==> src/rtl/sig_monitor.sv <==
// Signature monitor: snoops data-memory stores and checks them against per-channel expected values.
// Latency: done/pass/fail/timeout are registered and assert one cycle after the deciding store or count.
// Backpressure: none; the store stream is observed every cycle and never stalled.
module sig_monitor #(
  parameter int N       = 64,
  parameter int NUM_SIG = 4,
  parameter int CW      = 32
) (
  input  logic                 clk,
  input  logic                 rst,
  input  logic                 start,
  input  logic [CW-1:0]        max_cycles,
  input  logic [NUM_SIG*N-1:0] sig_addr,
  input  logic [NUM_SIG*N-1:0] sig_expected,
  input  logic                 store_valid,
  input  logic [N-1:0]         store_addr,
  input  logic [N-1:0]         store_data,
  input  logic                 store_word,
  output logic                 done,
  output logic                 pass,
  output logic                 fail,
  output logic                 timeout,
  output logic [NUM_SIG-1:0]   hit_mask,
  output logic [3:0]           fail_index,
  output logic [CW-1:0]        cycle_count
);

  // Byte-offset bits inside one N-bit word; these never take part in address matching.
  localparam int OFS = (N == 64) ? 3 : 2;

  typedef enum logic [2:0] {
    S_IDLE    = 3'd0,
    S_RUN     = 3'd1,
    S_PASS    = 3'd2,
    S_FAIL    = 3'd3,
    S_TIMEOUT = 3'd4
  } state_t;

  state_t               state_q;
  state_t               state_d;
  logic [NUM_SIG*N-1:0] addr_q;
  logic [NUM_SIG*N-1:0] exp_q;
  logic [CW-1:0]        max_q;

  logic [NUM_SIG-1:0]   addr_hit;
  logic [NUM_SIG-1:0]   data_ok;
  logic [NUM_SIG-1:0]   bad;
  logic [NUM_SIG-1:0]   hit_nxt;
  logic [3:0]           bad_idx;
  logic                 all_hit;
  logic                 last_cycle;
  logic                 restart;
  logic                 done_d;
  logic                 pass_d;
  logic                 fail_d;
  logic                 timeout_d;
  logic                 unused_bits;

  // Per-channel address/data comparison of the current store against the latched configuration.
  always_comb begin
    addr_hit = '0;
    data_ok  = '0;
    for (int i = 0; i < NUM_SIG; i++) begin
      addr_hit[i] = store_valid && (store_addr[N-1:OFS] == addr_q[i*N+OFS +: N-OFS]);
      data_ok[i]  = store_word ? (store_data[31:0] == exp_q[i*N +: 32])
                               : (store_data == exp_q[i*N +: N]);
    end
  end

  assign bad        = addr_hit & ~data_ok;
  assign hit_nxt    = hit_mask | (addr_hit & data_ok);
  assign all_hit    = &hit_nxt;
  assign last_cycle = (max_q != '0) && (cycle_count == max_q - CW'(1));
  assign restart    = start && (state_q != S_RUN);

  // Lowest mismatching channel wins when one store lands on several channels.
  always_comb begin
    bad_idx = 4'd0;
    for (int i = NUM_SIG - 1; i >= 0; i--) begin
      if (bad[i]) bad_idx = 4'(i);
    end
  end

  // Byte-offset address bits are deliberately ignored; fold them away explicitly.
  always_comb begin
    unused_bits = ^store_addr[OFS-1:0];
    for (int i = 0; i < NUM_SIG; i++) begin
      unused_bits = unused_bits ^ (^addr_q[i*N +: OFS]);
    end
  end

  // State register together with the registered status flags.
  always_ff @(posedge clk) begin
    if (rst) begin
      state_q <= S_IDLE;
      done    <= 1'b0;
      pass    <= 1'b0;
      fail    <= 1'b0;
      timeout <= 1'b0;
    end else begin
      state_q <= state_d;
      done    <= done_d;
      pass    <= pass_d;
      fail    <= fail_d;
      timeout <= timeout_d;
    end
  end

  // Next-state: mismatch beats completion, completion beats timeout; terminal states wait for start.
  always_comb begin
    state_d = state_q;
    case (state_q)
      S_IDLE: if (start) state_d = S_RUN;
      S_RUN: begin
        if (|bad)            state_d = S_FAIL;
        else if (all_hit)    state_d = S_PASS;
        else if (last_cycle) state_d = S_TIMEOUT;
      end
      S_PASS, S_FAIL, S_TIMEOUT: if (start) state_d = S_RUN;
      default: state_d = S_IDLE;
    endcase
  end

  // Status flags decoded from the upcoming state so they are registered with it.
  always_comb begin
    pass_d    = (state_d == S_PASS);
    fail_d    = (state_d == S_FAIL);
    timeout_d = (state_d == S_TIMEOUT);
    done_d    = pass_d | fail_d | timeout_d;
  end

  // Configuration latch, hit tracking, fail index and the saturating run-cycle counter.
  always_ff @(posedge clk) begin
    if (rst) begin
      addr_q      <= '0;
      exp_q       <= '0;
      max_q       <= '0;
      hit_mask    <= '0;
      fail_index  <= 4'd0;
      cycle_count <= '0;
    end else if (restart) begin
      addr_q      <= sig_addr;
      exp_q       <= sig_expected;
      max_q       <= max_cycles;
      hit_mask    <= '0;
      fail_index  <= 4'd0;
      cycle_count <= '0;
    end else if (state_q == S_RUN) begin
      hit_mask    <= hit_nxt;
      cycle_count <= (&cycle_count) ? cycle_count : cycle_count + CW'(1);
      if (|bad) fail_index <= bad_idx;
    end
  end

endmodule

==> config.mk <==
export PLATFORM = sky130hd
export DESIGN_NAME = sig_monitor
export DESIGN_NICKNAME = d
export VERILOG_FILES = /design/src/rtl/sig_monitor.sv
export SDC_FILE = /design/constraint.sdc
export NUM_CORES = 2
export LEC_CHECK = 0
export ABC_AREA = 1
export BUFFER_PORTS_ARGS = -buffer_cell sky130_fd_sc_hd__buf_2
export CORE_MARGIN = 2
export CORE_UTILIZATION = 37
export CTS_BUF_LIST = sky130_fd_sc_hd__clkbuf_8
export DETAILED_ROUTE_END_ITERATION = 16
export PLACE_DENSITY_LB_ADDON = 0.2
export SLEW_MARGIN = 10
export SYNTH_ARGS = -nofsm -noshare
export SYNTH_HDL_FRONTEND = slang
export SYNTH_SLANG_ARGS = --single-unit
export TNS_END_PERCENT = 5
==> constraint.sdc <==
create_clock -name clk -period 4.3 [get_ports clk]
set_input_delay 0.215 -clock clk [delete_from_list [all_inputs] [get_ports clk]]
set_output_delay 0.215 -clock clk [all_outputs]
set_load 0.03 [all_outputs]
==> impl_metrics.env <==
export IMPL_vias=35200
export IMPL_tightest_slew_ps=1160
export IMPL_async_reset_ff_frac=0
export IMPL_track_usage=0.347
export IMPL_cp_max_fo=12
export IMPL_fill_cells=8303
export IMPL_finalSetupTns_ps=0
export IMPL_ys_types=46
export IMPL_synth_most_common_cell="nor2_1"
export IMPL_netlist_instances=4691
export IMPL_cts_tree="done"
export IMPL_startpoint="cycle_count[0]$_SDFFE_PP0P_"
export IMPL_hold_violations=0
export IMPL_arrival_ps=3340
export IMPL_fp_dieArea_sq_mm=0.0853
export IMPL_synth_area_leader_cell="dfxtp_1"
export IMPL_clkSinkCount=577
export IMPL_start_util=0.374
export IMPL_rows=105
export IMPL_synth_edff_count=0
export IMPL_outcome="completed"
export IMPL_synth_seq_cells=577
export IMPL_synthToLayoutAreaGrowth_pct=38.1
export IMPL_die_w_um=292
export IMPL_synth_top_area_frac=0.376
export IMPL_cap_violations=0
export IMPL_grt_max_degree=182
export IMPL_synth_area_leaders="dfxtp_1 (38%), nor2_1 (12%), nand2_1 (12%), o21ai_0 (9.4%), xnor2_1 (8.6%)"
export IMPL_grt_pass1_vias=34200
export IMPL_root_buffer="clkbuf_8"
export IMPL_required_ps=4890
export IMPL_min_from="sig_addr[152]"
export IMPL_synth_area_sq_mm=0.0307
export IMPL_ir_drop_uv=270
export IMPL_cts_made_buffers=106
export IMPL_slew_violations=0
export IMPL_cp_end_kind="flip-flop"
export IMPL_synth_commonest_cells="nor2_1 (1001), nand2_1 (951), dfxtp_1 (577)"
export IMPL_worstSetupStartpointType="flip-flop"
export IMPL_drc_errors=0
export IMPL_drt_iter0_drc=3110
export IMPL_fmax_ghz=0.364
export IMPL_grt_pass1_wl_mm=219
export IMPL_avgSynthCellArea_sq_um=6.55
export IMPL_grt_overflow=0
export IMPL_numPortBuffers=703
export IMPL_stdcell_area_sq_mm=0.0424
export IMPL_viasPerCell=5.05
export IMPL_finalSetupViolations=0
export IMPL_first_pass_iters=7
export IMPL_die_h_um=292
export IMPL_core_region_area_sq_mm=0.0821
export IMPL_routed_wl_mm=153
export IMPL_final_nets=6468
export IMPL_ant_nets=0
export IMPL_placed_area_sq_mm=0.0348
export IMPL_io_pins=721
export IMPL_cts_htree_levels=3
export IMPL_timing_worst_setup_path_type="flip-flop to flip-flop"
export IMPL_grt_antenna_before_repair=34
export IMPL_dp_hpwl_mm=120
export IMPL_yosysSeqAreaShare=0.376
export IMPL_clk_path_buf_depth=3
export IMPL_synth_warnings=0
export IMPL_p_per_area_mw_per_mm2=365
export IMPL_min_path_type="primary input to flip-flop"
export IMPL_ys_flop_type="dfxtp_1"
export IMPL_cts_clk_slew_worst_paths_ps=70
export IMPL_clock_latency_ps=760
export IMPL_r2r_start="cycle_count[0]$_SDFFE_PP0P_"
export IMPL_r2r_setup_slack_ps=1550
export IMPL_wl_per_cell_um=21.9
export IMPL_place_gp_congestion=0.984
export IMPL_drive_above_1_share=0.172
export IMPL_skew_ps=41.8
export IMPL_max_slew_margin=0.218
export IMPL_period_share=0.639
export IMPL_min_period_ps=2750
export IMPL_rsz0062_at_grt="false"
export IMPL_fin_hold_ws_ps=88.4
export IMPL_leakage_nw=18.8
export IMPL_p_total_mw=15.5
[report_power, final]
group	internal [mW]	leakage, nW	switching (mW)
logic	1.38	12.7	2.08
clock network	3.22	1.34	2.64
registers	5.80	4.77	0.342
total	10.4	18.8	5.06
[logic make-up (layout without fill, tap and decap cells)]
| logic type | count (synthesis) | in the layout | synth area share |
|---|---|---|---|
| buffers and inverters | 656 | 1841 | 0.0816 |
| flip-flops | 577 | 577 | 0.376 |
| adder cells (fa/ha/maj) | 3 | 3 | 0.00122 |
| AND/OR/NAND/NOR | 2279 | 2279 | 0.306 |
| XOR/XNOR | 339 | 339 | 0.0976 |
| AO/OA/AOI/OAI | 836 | 836 | 0.137 |
| other | 1 | 22 | 0.000122 |
[critical path: stages, from the launching register on]
cell     delay, ps
dfxtp_1        380
ha_1           240
inv_1           70
nor3_1          50
nand2_1        130
nor2_2          90
nand2_1         70
nand2_1        290
nor3_2         320
nand3_1        240
nor2_1         260
nand3_1        180
o21ai_0        190
a21oi_1         80
[cell type report]
type                    instances  area, sq um  share of cell area
diodes                         20         50.0             0.00118
repair buffers               1242         8920               0.210
inverters                     402         1520              0.0359
flip-flops and latches        577        11600               0.272
clock buffers                 142         1950              0.0461
multi-input cells            3459        16700               0.393
well taps                    1070         1340              0.0316
clock inverters                55          410             0.00967
[routing by layer]
metal / share of wire / track usage / vias to the layer above
met2: 0.45 / 0.569 / 1417
met5: 0.0011 / 0 / -
li1: - / - / 17100
met1: 0.42 / 0.442 / 16300
met3: 0.073 / 0.0645 / 340
met4: 0.048 / 0.155 / 26
[per-stage QoR]
step	utilization	cells	setup slack (ps)
finish	0.517	6967	1550
global route	0.517	6964	1250
CTS	0.516	6947	1580
detailed placement	0.424	6232	1430
global placement	0.424	6232	1430
floorplan	-	4692	2190
[layout by cell type (no fill, tap or decap), types with 142 or more instances in the layout]
cell | synthesis | layout
a21oi_1 | 245 | 245
buf_2 | 20 | 703
clkbuf_8 | 0 | 142
dfxtp_1 | 577 | 577
dlygate4sd3_1 | 0 | 518
inv_1 | 343 | 373
nand2_1 | 951 | 950
nor2_1 | 1001 | 1001
o21ai_0 | 576 | 576
xnor2_1 | 302 | 302
[worst paths after layout]
kind / end / cells after the start
setup / recovery: cycle_count[26]$_SDFFE_PP0P_ / 13
hold / removal: addr_q[152]$_SDFFE_PP0P_ / 3
setup reg to reg: cycle_count[26]$_SDFFE_PP0P_ / 13
hold reg to reg: addr_q[102]$_SDFFE_PP0P_ / 2
[what timing repair did]
| action | 4_1_cts | 5_1_grt |
|---|---|---|
| resized for setup | 0 | 0 |
| setup buffers | 0 | 0 |
| hold buffers | 518 | 0 |
| endpoints found under the hold margin | 526 | 0 |
| endpoints found under the setup margin | 0 | 0 |
[state kept, by name (all words and copies together), names as in the netlist]
signal and count:
done 1, max_q 32, hit_mask 4, state_q 3
fail 1, addr_q 244, pass 1, exp_q 256
timeout 1, cycle_count 32, fail_index 2
(Power assumes the default switching activity.)
